==> src/rtl/ladybird_spi_flash_reader_pkg.sv <==
// ladybird_config: shared constants, FSM state type and byte-order helper for the SPI flash reader
package ladybird_config;

    localparam logic [7:0] SPI_CMD_READ = 8'h03;

    typedef enum logic [1:0] {IDLE, SHIFT, RESP, GAP} state_t;

    // The flash streams bytes in address order; the first byte received lands in the top byte of the shifter
    function automatic logic [31:0] bswap32(input logic [31:0] w);
        return {w[7:0], w[15:8], w[23:16], w[31:24]};
    endfunction

endpackage

==> src/rtl/ladybird_spi_shifter.sv <==
// ladybird_spi_shifter: SCK divider, 64-bit bit counter and MOSI/MISO shift registers for one read transfer
module ladybird_spi_shifter
    import ladybird_config::*;
#(
    parameter int CLK_DIV = 2
) (
    input  logic        clk,
    input  logic        nrst,
    input  logic        start_i,
    input  logic [23:0] addr_i,
    input  logic        miso_i,
    output logic        sck_o,
    output logic        mosi_o,
    output logic        done_o,
    output logic [31:0] rx_o
);

    logic        busy_q, busy_d;
    logic [7:0]  div_q, div_d;
    logic [5:0]  bit_q, bit_d;
    logic        sck_q, sck_d;
    logic [31:0] tx_q, tx_d;
    logic [31:0] rx_q, rx_d;
    logic        half_end;

    // half_end marks the last clk cycle of each SCK half-period
    assign half_end = busy_q && (div_q == 8'(CLK_DIV - 1));
    assign done_o   = half_end && sck_q && (bit_q == 6'd63);
    assign sck_o    = sck_q;
    assign mosi_o   = tx_q[31];
    assign rx_o     = rx_q;

    // Next state: load on start, toggle SCK each half-period, shift out on fall, sample on rise of data bits
    always_comb begin
        busy_d = busy_q;
        div_d  = div_q;
        bit_d  = bit_q;
        sck_d  = sck_q;
        tx_d   = tx_q;
        rx_d   = rx_q;
        if (start_i) begin
            busy_d = 1'b1;
            div_d  = 8'd0;
            bit_d  = 6'd0;
            sck_d  = 1'b0;
            tx_d   = {SPI_CMD_READ, addr_i};
        end else if (busy_q) begin
            div_d = half_end ? 8'd0 : div_q + 8'd1;
            if (half_end) begin
                sck_d = !sck_q;
                if (sck_q) begin
                    bit_d  = bit_q + 6'd1;
                    tx_d   = {tx_q[30:0], 1'b1};
                    busy_d = (bit_q != 6'd63);
                end else if (bit_q[5]) begin
                    rx_d = {rx_q[30:0], miso_i};
                end
            end
        end
    end

    // State register; ones in tx keep MOSI idle-high outside the command/address phase
    always_ff @(posedge clk) begin
        if (!nrst) begin
            busy_q <= 1'b0;
            div_q  <= 8'd0;
            bit_q  <= 6'd0;
            sck_q  <= 1'b0;
            tx_q   <= '1;
            rx_q   <= '0;
        end else begin
            busy_q <= busy_d;
            div_q  <= div_d;
            bit_q  <= bit_d;
            sck_q  <= sck_d;
            tx_q   <= tx_d;
            rx_q   <= rx_d;
        end
    end

endmodule

==> src/rtl/ladybird_spi_flash_reader.sv <==
// ladybird_spi_flash_reader: single-word SPI flash read (cmd 03h) with valid/ready request and response
module ladybird_spi_flash_reader
    import ladybird_config::*;
#(
    parameter int CLK_DIV = 2,
    parameter int CS_HIGH = 4
) (
    input  logic        clk,
    input  logic        nrst,
    input  logic        req_valid,
    output logic        req_ready,
    input  logic [23:0] req_addr,
    output logic        resp_valid,
    input  logic        resp_ready,
    output logic [31:0] resp_data,
    output logic        spi_cs_n,
    output logic        spi_sck,
    output logic        spi_mosi,
    input  logic        spi_miso
);

    state_t      state_q, state_d;
    logic [7:0]  gap_q, gap_d;
    logic        cs_n_q, cs_n_d;
    logic        resp_valid_q, resp_valid_d;
    logic        req_ready_q, req_ready_d;
    logic [31:0] resp_data_q, resp_data_d;
    logic        accept, done;
    logic [31:0] rx;

    assign accept     = req_ready_q && req_valid;
    assign req_ready  = req_ready_q;
    assign resp_valid = resp_valid_q;
    assign resp_data  = resp_data_q;
    assign spi_cs_n   = cs_n_q;

    ladybird_spi_shifter #(.CLK_DIV(CLK_DIV)) u_shifter (
        .clk     (clk),
        .nrst    (nrst),
        .start_i (accept),
        .addr_i  (req_addr),
        .miso_i  (spi_miso),
        .sck_o   (spi_sck),
        .mosi_o  (spi_mosi),
        .done_o  (done),
        .rx_o    (rx)
    );

    // Next state; registered outputs are derived from the next state so they align with it
    always_comb begin
        state_d     = state_q;
        resp_data_d = resp_data_q;
        case (state_q)
            IDLE:  state_d = accept ? SHIFT : IDLE;
            SHIFT: begin
                state_d     = done ? RESP : SHIFT;
                resp_data_d = done ? bswap32(rx) : resp_data_q;
            end
            RESP:  state_d = resp_ready ? GAP : RESP;
            GAP:   state_d = (gap_q >= 8'(CS_HIGH - 1)) ? IDLE : GAP;
        endcase
        gap_d        = (state_q == RESP || state_q == GAP) ? ((gap_q == 8'hFF) ? gap_q : gap_q + 8'd1) : 8'd0;
        cs_n_d       = (state_d != SHIFT);
        resp_valid_d = (state_d == RESP);
        req_ready_d  = (state_d == IDLE);
    end

    // State and output registers; gap counts cs_n-high cycles starting at the cs_n rise
    always_ff @(posedge clk) begin
        if (!nrst) begin
            state_q      <= IDLE;
            gap_q        <= 8'd0;
            cs_n_q       <= 1'b1;
            resp_valid_q <= 1'b0;
            req_ready_q  <= 1'b0;
            resp_data_q  <= '0;
        end else begin
            state_q      <= state_d;
            gap_q        <= gap_d;
            cs_n_q       <= cs_n_d;
            resp_valid_q <= resp_valid_d;
            req_ready_q  <= req_ready_d;
            resp_data_q  <= resp_data_d;
        end
    end

endmodule

==> config.mk <==
export PLATFORM = sky130hd
export DESIGN_NAME = ladybird_spi_flash_reader
export DESIGN_NICKNAME = d
export VERILOG_FILES = /design/src/rtl/ladybird_spi_flash_reader_pkg.sv /design/src/rtl/ladybird_spi_shifter.sv /design/src/rtl/ladybird_spi_flash_reader.sv
export SDC_FILE = /design/constraint.sdc
export NUM_CORES = 1
export LEC_CHECK = 0
export ABC_AREA = 1
export CORE_MARGIN = 1.5
export CORE_UTILIZATION = 49
export DETAILED_ROUTE_END_ITERATION = 6
export GPL_TIMING_DRIVEN = 0
export PLACE_DENSITY = 0.75
export RECOVER_POWER = 100
export SYNTH_ARGS = -nofsm -noshare
export SYNTH_HDL_FRONTEND = slang
export SYNTH_HIERARCHICAL = 1
export SYNTH_SLANG_ARGS = --single-unit
==> constraint.sdc <==
create_clock -name clk -period 2 [get_ports clk]
set_clock_uncertainty 0.2 [all_clocks]
set_input_delay 0.3 -clock clk [delete_from_list [all_inputs] [get_ports clk]]
set_output_delay 0.3 -clock clk [all_outputs]
set_load 0.1 [all_outputs]
==> run summary, run 1 <==
DR iter-0 viols -> 326
Comb power frac -> 6.0%
Yosys top cell by area -> dfxtp_1
most frequent cells after synthesis -> dfxtp_1 (125), nor2_1 (103), nand2_1 (89), nand3_1 (70), a21oi_1 (66)
met3 WL post-DR -> 780 um
HP Class -> input port to flop
Synth top area share -> 49.7%
Mean Syn Cell Area -> 7.53 sq um
# nets final -> 806
fin crit share -> 103%
dpl cell area -> 5860 sq um
metal2 WL -> 6300 um
clock sinks -> 125
initial antenna violation count -> 0
Arr. time, crit path -> 2.27 ns
synthesized flop and latch total -> 125
FFs w/ async S/R, synth -> 0%
adder-cell share of the synthesized area -> 0.993%
Num CTS Buffers -> 17
worst setup path category -> flop to flop
row cnt -> 36
Final Hold Fails -> 0
hold slack -> 0.191 ns
GRT Total Usage -> 22.4%
max-capacitance violation count -> 0
worst-margin pin slew -> 0.695 ns
worst skew pair latency -> 0.52 ns
Clk pwr share -> 49.5%
die width -> 104 um
CTS tree -> done
Core ar. -> 9860 sq um
Max Fclk -> 0.485 GHz
initial core utilization -> 51.1%
Simple-Gate Fraction of Synth Area -> 25.9%
synth warn -> 6
vias per cell -> 5.21
XOR/XNOR Fraction of Synth Area -> 0.695%
number of global-route vias before repair -> 4487
Net Sw Power -> 1.43 mW
post-DP HPWL -> 7640 um
hold bufs inserted after CTS -> 0
Cell Pwr Density -> 831 nW/um^2
I/O Buffers -> 65
Compound-Gate Fraction of Synth Area -> 14.0%
slew margin rel. -> 53.7%
Peak VDD IR -> 0.455 mV
# diodes -> 0
layout cells sized above 1 -> 23.4%
final setup vio count -> 38
failing checks -> negative setup slack
Root Driver -> clkbuf_8
remaining global-route overflow -> 0
H-tree Lvls -> 4
fin util -> 70.6%
dominant cells by area after synthesis -> dfxtp_1 (50%), nor2_1 (7.7%), nand3_1 (7.0%)
first-pass GRT wire length -> 19900 um
number of synthesized flops with an enable pin -> 0
Post-DRT Antenna Nets -> 0
critical path peak fanout -> 10
Max Root-Sink Buffers -> 2
final setup TNS -> -0.821 ns
top routing layer in use -> met4
Mapped Area -> 5040 sq um
die area -> 10900 sq um
TritonRoute pass-1 iters -> 6
Worst Path Required -> 2.21 ns
Yosys cell types -> 32
unrepaired setup endpoints after global routing -> yes
DR vias -> 4790
largest net degree at the start of global routing -> 17
Sw Ratio -> 24.8%
final WL -> 12800 um
Pins Over Slew Limit -> 0
Post-Syn Instances -> 669
Pint -> 4.35 mW
most frequent cell after synthesis -> dfxtp_1
setup ws final -> -0.0629 ns
CTS clk-pin slew, worst paths -> 0.06 ns
predominant post-synthesis flop cell -> dfxtp_1
Placer Congestion -> 0.820
Final Cell Area -> 6960 sq um
# IOs -> 66
sequential fraction of the synthesis area -> 49.7%
Die Span Y -> 104 um
crit path launch type -> flop
CP Capture Type -> flop
Tmin final -> 2.06 ns
Leakage Power -> 2.90 nW
DRC violations left -> 0
status -> complete, but fails checks
multiplexer area fraction after synthesis -> 0%
largest family of logic cells by synthesized area -> simple AND/OR/NAND/NOR gates
drt wl/cell -> 14.0 um
synthesis-to-layout area growth -> 38.2%
Sequential Power Share -> 44.5%
M1 WL -> 5550 um
syn nets -> 702
-- critical path: stages (launching register included) --
cell,delay [ns]
dfxtp_2,0.33
inv_2,0.08
ha_4,0.15
nand2_4,0.05
nor2_4,0.11
nand3_4,0.10
nor3_4,0.14
nand2_2,0.09
nor2_4,0.17
clkinv_4,0.17
buf_6,0.18
nor2_1,0.11
nor2_1,0.07
-- power groups by stage --
| stage | combinational, mW | sequential [mW] | clock (mW) |
|---|---|---|---|
| after global routing | 0.385 | 2.58 | 3.02 |
| after detailed placement | 0.327 | 2.63 | 0 |
| after CTS | 0.330 | 2.57 | 2.90 |
| final | 0.349 | 2.57 | 2.86 |
| after global placement | 0.321 | 2.62 | 0 |
| after floorplan | 0.177 | 2.66 | 0 |
-- final timing paths --
kind,from,to,slack [ns],cells past startpoint
min reg2reg,u_shifter/tx_q[8],u_shifter/tx_q[8],0.26,2
min,req_addr[9],u_shifter/tx_q[9],0.19,3
max reg2reg,u_shifter/div_q[1],resp_data[3],-0.06,12
max,u_shifter/div_q[1],resp_data[3],-0.06,12
-- stage by stage --
| step | power, mW | cells | setup WS, ns |
|---|---|---|---|
| finish | 5.78 | 919 | -0.0629 |
| CTS | 5.80 | 905 | 0.000175 |
| detailed placement | 2.95 | 867 | -0.385 |
| global route | 5.98 | 919 | -0.179 |
| global placement | 2.95 | 867 | -0.373 |
| floorplan | 2.83 | 669 | 0.0190 |
-- placed cells by master, fill, tap and decap left out, types with 14 or more instances in the layout --
| master | n |
|---|---|
| dfxtp_1 | 120 |
| nand2_1 | 86 |
| nor2_1 | 80 |
| nand3_1 | 71 |
| a21oi_1 | 66 |
| inv_1 | 61 |
| o21ai_0 | 46 |
| clkdlybuf4s15_2 | 33 |
| clkdlybuf4s50_1 | 28 |
| clkbuf_16 | 19 |
| o21ai_2 | 17 |
| clkbuf_1 | 16 |
| nor2_2 | 14 |
| buf_4 | 14 |
-- metal layers --
metal	up-vias	track usage [%]
met5	-	0
met4	0	10.7
met3	22	6.08
met2	169	36.9
met1	2213	26.8
li1	2386	-
-- cell families after synthesis --
logic type / count (synthesis)
simple gates: 291
flops: 125
compound gates: 139
buf+inv: 106
xor+xnor: 4
fa+ha+maj: 4
-- flip-flops by register name, summed over array words and instances (netlist names) --
| register | cells |
|---|---|
| resp_data | 32 |
| u_shifter/tx_q | 32 |
| u_shifter/div_q | 8 |
| spi_cs_n | 1 |
| u_shifter/busy_q | 1 |
| gap_q | 8 |
| resp_valid | 1 |
| state_q | 2 |
| u_shifter/rx_o | 32 |
| u_shifter/bit_q | 6 |
| u_shifter/sck_o | 1 |
| req_ready | 1 |
-- layout make-up --
cell class	count	area, sq um
flip-flops and latches	125	2510
repair buffers	85	916
clock inverters	14	138
fillers	707	2900
clock buffers	18	418
multi-input cells	439	2310
plain buffers	34	224
inverters	71	274
well taps	133	166
-- timing repair --
action                                  in CTS  in global routing
pin swaps                                    4                 22
buffers inserted                             6                 10
cloned                                       0                  5
endpoints found under the setup margin      74                 72
resized for setup                          137                 98
(Power assumes the default switching activity.)
==> inputs of run 2 (changes only) <==
==> constraint.sdc (replaced) <==
create_clock -name clk -period 2 [get_ports clk]
set_clock_uncertainty 0.2 [all_clocks]
set_input_delay 0.3 -clock clk [delete_from_list [all_inputs] [get_ports clk]]
set_output_delay 0.3 -clock clk [all_outputs]
set_load 0.02 [all_outputs]
==> run 2 against run 1 <==
Effect of this change: fmax increased by 2.9%; final cell count decreased by 1.1%; via count decreased by 1.7%; global-route usage decreased by 1.2 points; critical endpoint is now resp_data[6]; sequential share of layout area is 2.1 points higher; clock power is essentially flat; the flow still finishes with violations (negative setup slack); worst hold slack improved by 0.0024 ns; critical path depth unchanged; die area unchanged.
==> run summary, run 2 (synthesis gave the netlist of run 1 again) <==
Cell Count Post-Placement -> 867
DRC violations left -> 0
number of global-route vias before repair -> 4183
Core ar. -> 9860 sq um
final setup vio count -> 2
GRT Total Usage -> 21.2%
post-DP HPWL -> 7500 um
CP Capture Type -> flop
status -> complete, but fails checks
post-placement setup slack -> -0.382 ns
max-capacitance violation count -> 0
first-pass GRT wire length -> 18900 um
unrepaired setup endpoints after global routing -> yes
vias per cell -> 5.18
Die Span Y -> 104 um
DR vias -> 4708
CTS clk-pin slew, worst paths -> 0.06 ns
critical path peak fanout -> 5
most common cell after layout, fill and taps aside -> dfxtp_1
Final Hold Fails -> 0
initial antenna violation count -> 0
die area -> 10900 sq um
initial core utilization -> 51.1%
Arr. time, crit path -> 2.26 ns
Pins Over Slew Limit -> 0
failing checks -> negative setup slack
# nets final -> 799
Leakage Power -> 2.83 nW
hold bufs inserted after CTS -> 0
Pwr Total -> 5.77 mW
drt wl/cell -> 13.1 um
worst skew pair latency -> 0.52 ns
HP Class -> input port to flop
Peak VDD IR -> 0.486 mV
fin crit share -> 100%
largest net degree at the start of global routing -> 17
Post-Layout Cell Count -> 909
Root Driver -> clkbuf_8
layout cells sized above 1 -> 14.0%
clock sinks -> 125
Max Root-Sink Buffers -> 2
# IOs -> 66
I/O Buffers -> 65
remaining global-route overflow -> 0
Num CTS Buffers -> 17
worst-margin pin slew -> 0.656 ns
Filler Cells Inserted -> 788
# diodes -> 0
DR iter-0 viols -> 197
slew margin rel. -> 56.3%
Cell Pwr Density -> 876 nW/um^2
final WL -> 11900 um
synthesis-to-layout area growth -> 30.6%
H-tree Lvls -> 4
Max Fclk -> 0.499 GHz
Tmin final -> 2.01 ns
worst setup path category -> flop to flop
die width -> 104 um
Worst Path Required -> 2.26 ns
TritonRoute pass-1 iters -> 5
Placer Congestion -> 0.823
row cnt -> 36
most frequent cells in the layout -> dfxtp_1 (121), nor2_1 (97), nand2_1 (86)
setup ws final -> -0.00562 ns
crit path launch type -> flop
CTS tree -> done
Post-DRT Antenna Nets -> 0
## run 2: changes by cell type in the layout (fill, tap and decap cells not counted), moves of 4 or more
| cell | delta |
|---|---|
| nor2_2 | -7 |
| clkdlybuf4s15_2 | -33 |
| nor2_1 | +17 |
| nor2_4 | -10 |
| clkdlybuf4s50_1 | +14 |
| clkbuf_1 | +16 |
| inv_6 | -4 |
| clkinv_4 | -4 |
| o21ai_2 | -8 |
| o21ai_0 | +7 |
| dlygate4sd2_1 | +8 |
| clkbuf_8 | +6 |
## run 2: power breakdown
part	internal, mW	switching [mW]
sequential	2.54	0.0300
clock	1.82	1.06
combinational	0.141	0.178
total	4.50	1.27
## run 2: repair_timing
item	in CTS	in global routing
setup endpoints to repair	45	85
cloned	0	2
gates resized for setup	19	70
pin swaps	3	14
setup buffers	5	8
## run 2: final cells by class
class,count,area (sq um),share of cell area (%)
clock buffer,23,497,7.55
buffer,34,209,3.17
inverter,71,269,4.09
timing repair buffer,78,666,10.1
tap,133,166,2.53
multi-input combinational,439,2200,33.5
sequential,125,2510,38.2
clock inverter,6,60.1,0.912
## run 2: worst max-delay path, cell delays in order, from the launching register on
cell,delay [ns]
dfxtp_2,0.33
inv_2,0.07
ha_4,0.14
nand2_4,0.06
nor2_4,0.13
nand3_4,0.09
nor3_4,0.20
nand2_2,0.10
nor2_4,0.15
buf_6,0.15
clkbuf_16,0.14
o21ai_2,0.05
nor2_1,0.14
## run 2: worst paths after layout
| kind | to | slack (ns) | cells after the start | from |
|---|---|---|---|---|
| worst max-delay path | resp_data[6] | -0.006 | 12 | u_shifter/div_q[1] |
| worst min-delay path | u_shifter/tx_q[7] | 0.19 | 3 | req_addr[7] |
| worst max register to register | resp_data[6] | -0.006 | 12 | u_shifter/div_q[1] |
| worst min register to register | u_shifter/rx_o[31] | 0.25 | 2 | u_shifter/rx_o[31] |
## run 2: routing by layer
layer,track usage (%),up-vias,routed length [um],share of wire [%]
met3,6.14,20,615,5.1
met1,26.2,2194,5420,45
met4,8.53,0,206,1.7
met5,0,-,0,0
met2,34.7,126,5700,48
li1,-,2368,-,-
## run 2: through the flow
stage	area [sq um]	hold WS, ns	utilization, %	setup TNS (ns)
2_1_floorplan	5040	0.224	-	0
3_3_place_gp	5860	0.236	59.4	-19.90
3_5_place_dp	5860	0.244	59.4	-21.27
4_1_cts	6460	0.174	65.5	0
5_1_grt	6580	0.182	66.7	-3.52
6_report	6580	0.193	66.7	-0.00858
==> inputs of run 3 (changes only) <==
--- a/config.mk
+++ b/config.mk
@@ -6,11 +6,13 @@
 export NUM_CORES = 1
 export LEC_CHECK = 0
 export ABC_AREA = 1
+export CELL_PAD_IN_SITES_DETAIL_PLACEMENT = 0
+export CELL_PAD_IN_SITES_GLOBAL_PLACEMENT = 1
 export CORE_MARGIN = 1.5
-export CORE_UTILIZATION = 49
+export CORE_UTILIZATION = 30
 export DETAILED_ROUTE_END_ITERATION = 6
 export GPL_TIMING_DRIVEN = 0
-export PLACE_DENSITY = 0.75
+export PLACE_DENSITY_LB_ADDON = 0.1
 export RECOVER_POWER = 100
 export SYNTH_ARGS = -nofsm -noshare
 export SYNTH_HDL_FRONTEND = slang
==> run 3 against run 2 <==
Effect of this change: the run now ends clean; core utilization shrank 25 points; sequential power about the same; total power grew 5.1%; global-route usage shrank 5.9 points; non-clock buffer count grew 6; cell area increased by 5.5%; flip-flop and latch count unchanged; fmax rose by 2.3%; largest cell class unchanged.
==> run summary, run 3 (synthesis gave the netlist of run 1 again) <==
status -> complete, no violations
Final Hold Fails -> 0
row cnt -> 47
hold slack -> 0.245 ns
Slowest Stage Delay on Critical Path -> 0.32 ns
DRC violations left -> 0
post-DP HPWL -> 8550 um
Core ar. -> 16500 sq um
# IOs -> 66
slew margin rel. -> 68.0%
fin util -> 42.2%
I/O Buffers -> 65
vias per cell -> 4.51
drt wl/cell -> 13.1 um
worst-margin pin slew -> 0.481 ns
dpl cell area -> 5960 sq um
remaining global-route overflow -> 0
Arr. time, crit path -> 2.06 ns
Root Driver -> clkbuf_16
initial antenna violation count -> 0
first-pass GRT wire length -> 21400 um
critical path peak fanout -> 10
Die Span Y -> 133 um
Placer Congestion -> 0.769
metal2 WL -> 6070 um
initial core utilization -> 30.6%
GRT Total Usage -> 15.3%
Worst Path Required -> 2.10 ns
Leakage Power -> 2.92 nW
final setup vio count -> 0
# diodes -> 0
CP top delay family -> simple AND/OR/NAND/NOR gates
CTS tree -> done
number of global-route vias before repair -> 4445
Max Fclk -> 0.510 GHz
final WL -> 13100 um
largest net degree at the start of global routing -> 17
Critical Path, Cell by Cell -> inv_2, ha_4, nand2_4, nor2_4, nand3_4, nor3_4, nand2_2, nor2_4, inv_4, buf_4, nor2_1, nor2_1
Buf+Inv Stages, Crit Path -> 3
worst setup path category -> flop to flop
die width -> 133 um
crit path launch type -> flop
synthesis-to-layout area growth -> 37.8%
top routing layer in use -> met4
M1 WL -> 6360 um
unrepaired setup endpoints after global routing -> yes
# nets final -> 805
TritonRoute pass-1 iters -> 4
Max Root-Sink Buffers -> 2
Final Cell Area -> 6940 sq um
DR iter-0 viols -> 218
most common cell after layout, fill and taps aside -> dfxtp_1
CP Capture Type -> flop
clock sinks -> 125
layout cells sized above 1 -> 15.4%
fin crit share -> 98.0%
DR vias -> 4531
Pins Over Slew Limit -> 0
most frequent cells in the layout -> dfxtp_1 (121), nor2_1 (98), nand2_1 (85)
Num CTS Buffers -> 17
max-capacitance violation count -> 0
met3 WL post-DR -> 574 um
Tmin final -> 1.96 ns
CTS clk-pin slew, worst paths -> 0.06 ns
H-tree Lvls -> 4
die area -> 17600 sq um
CP max stage cell -> dfxtp_2
Cell Pwr Density -> 874 nW/um^2
HP Class -> flop to flop
Pwr Total -> 6.06 mW
worst skew pair latency -> 0.42 ns
Post-DRT Antenna Nets -> 0
Peak VDD IR -> 0.590 mV
run 3: cell count changes in the layout (fill, tap and decap cells not counted), sizes merged:
cell	before	now
clkbuf	60	39
buf	25	33
clkinv	3	5
bufinv	1	3
clkdlybuf4s50	42	64
clkinvlp	2	4
inv	71	72
dlygate4sd2	8	1
run 3: layer usage:
metal  global-route usage [%]  vias up
met2                     25.0       74
met4                     4.40        0
met5                        0        -
met3                     5.40        7
met1                     18.9     2065
li1                         -     2385
run 3: final timing paths:
| kind | end | start | cells past startpoint | slack, ns |
|---|---|---|---|---|
| hold reg to reg | u_shifter/rx_o[31] | u_shifter/rx_o[31] | 2 | 0.25 |
| hold / removal | u_shifter/rx_o[31] | u_shifter/rx_o[31] | 2 | 0.25 |
| setup reg to reg | resp_data[24] | u_shifter/div_q[1] | 12 | 0.04 |
| setup / recovery | resp_data[24] | u_shifter/div_q[1] | 12 | 0.04 |
run 3: metrics by stage:
| step | setup WS [ns] | instances | setup TNS (ns) |
|---|---|---|---|
| after floorplan | 0.0306 | 669 | 0 |
| after global placement | -0.552 | 954 | -30.66 |
| after detailed placement | -0.532 | 954 | -29.81 |
| after CTS | -0.0695 | 1000 | -1.02 |
| after global routing | -0.107 | 1005 | -2.15 |
| final | 0.0390 | 1005 | 0 |
run 3: what timing repair did:
item,4_1_cts,5_1_grt
setup buffers,13,3
pin swaps,8,13
hold buffers,0,0
endpoints found under the setup margin,53,72
resized for setup,37,42
gates cloned,1,2
run 3: worst reg2reg max path, stage by stage (launching register included):
cell and delay, ns:
dfxtp_2 0.32, inv_2 0.07, ha_4 0.15, nand2_4 0.06, nor2_4 0.10, nand3_4 0.09
nor3_4 0.14, nand2_2 0.09, nor2_4 0.17, inv_4 0.10, buf_4 0.19, nor2_1 0.11
nor2_1 0.06
run 3: layout make-up:
| cell class | instances | area (sq um) |
|---|---|---|
| Sequential cell | 125 | 2510 |
| Timing Repair Buffer | 83 | 826 |
| Buffer | 35 | 231 |
| Fill cell | 1698 | 9520 |
| Inverter | 71 | 272 |
| Multi-Input combinational cell | 439 | 2220 |
| Clock inverter | 13 | 165 |
| Tap cell | 220 | 275 |
| Clock buffer | 19 | 443 |
run 3: where the power goes:
| group | leakage [nW] | switching (mW) | total [mW] | internal (mW) |
|---|---|---|---|---|
| Combinational | 1.62 | 0.185 | 0.334 | 0.149 |
| Sequential | 1.02 | 0.0274 | 2.57 | 2.54 |
| Clock | 0.286 | 1.16 | 3.16 | 2.00 |
| Total | 2.92 | 1.38 | 6.06 | 4.69 |
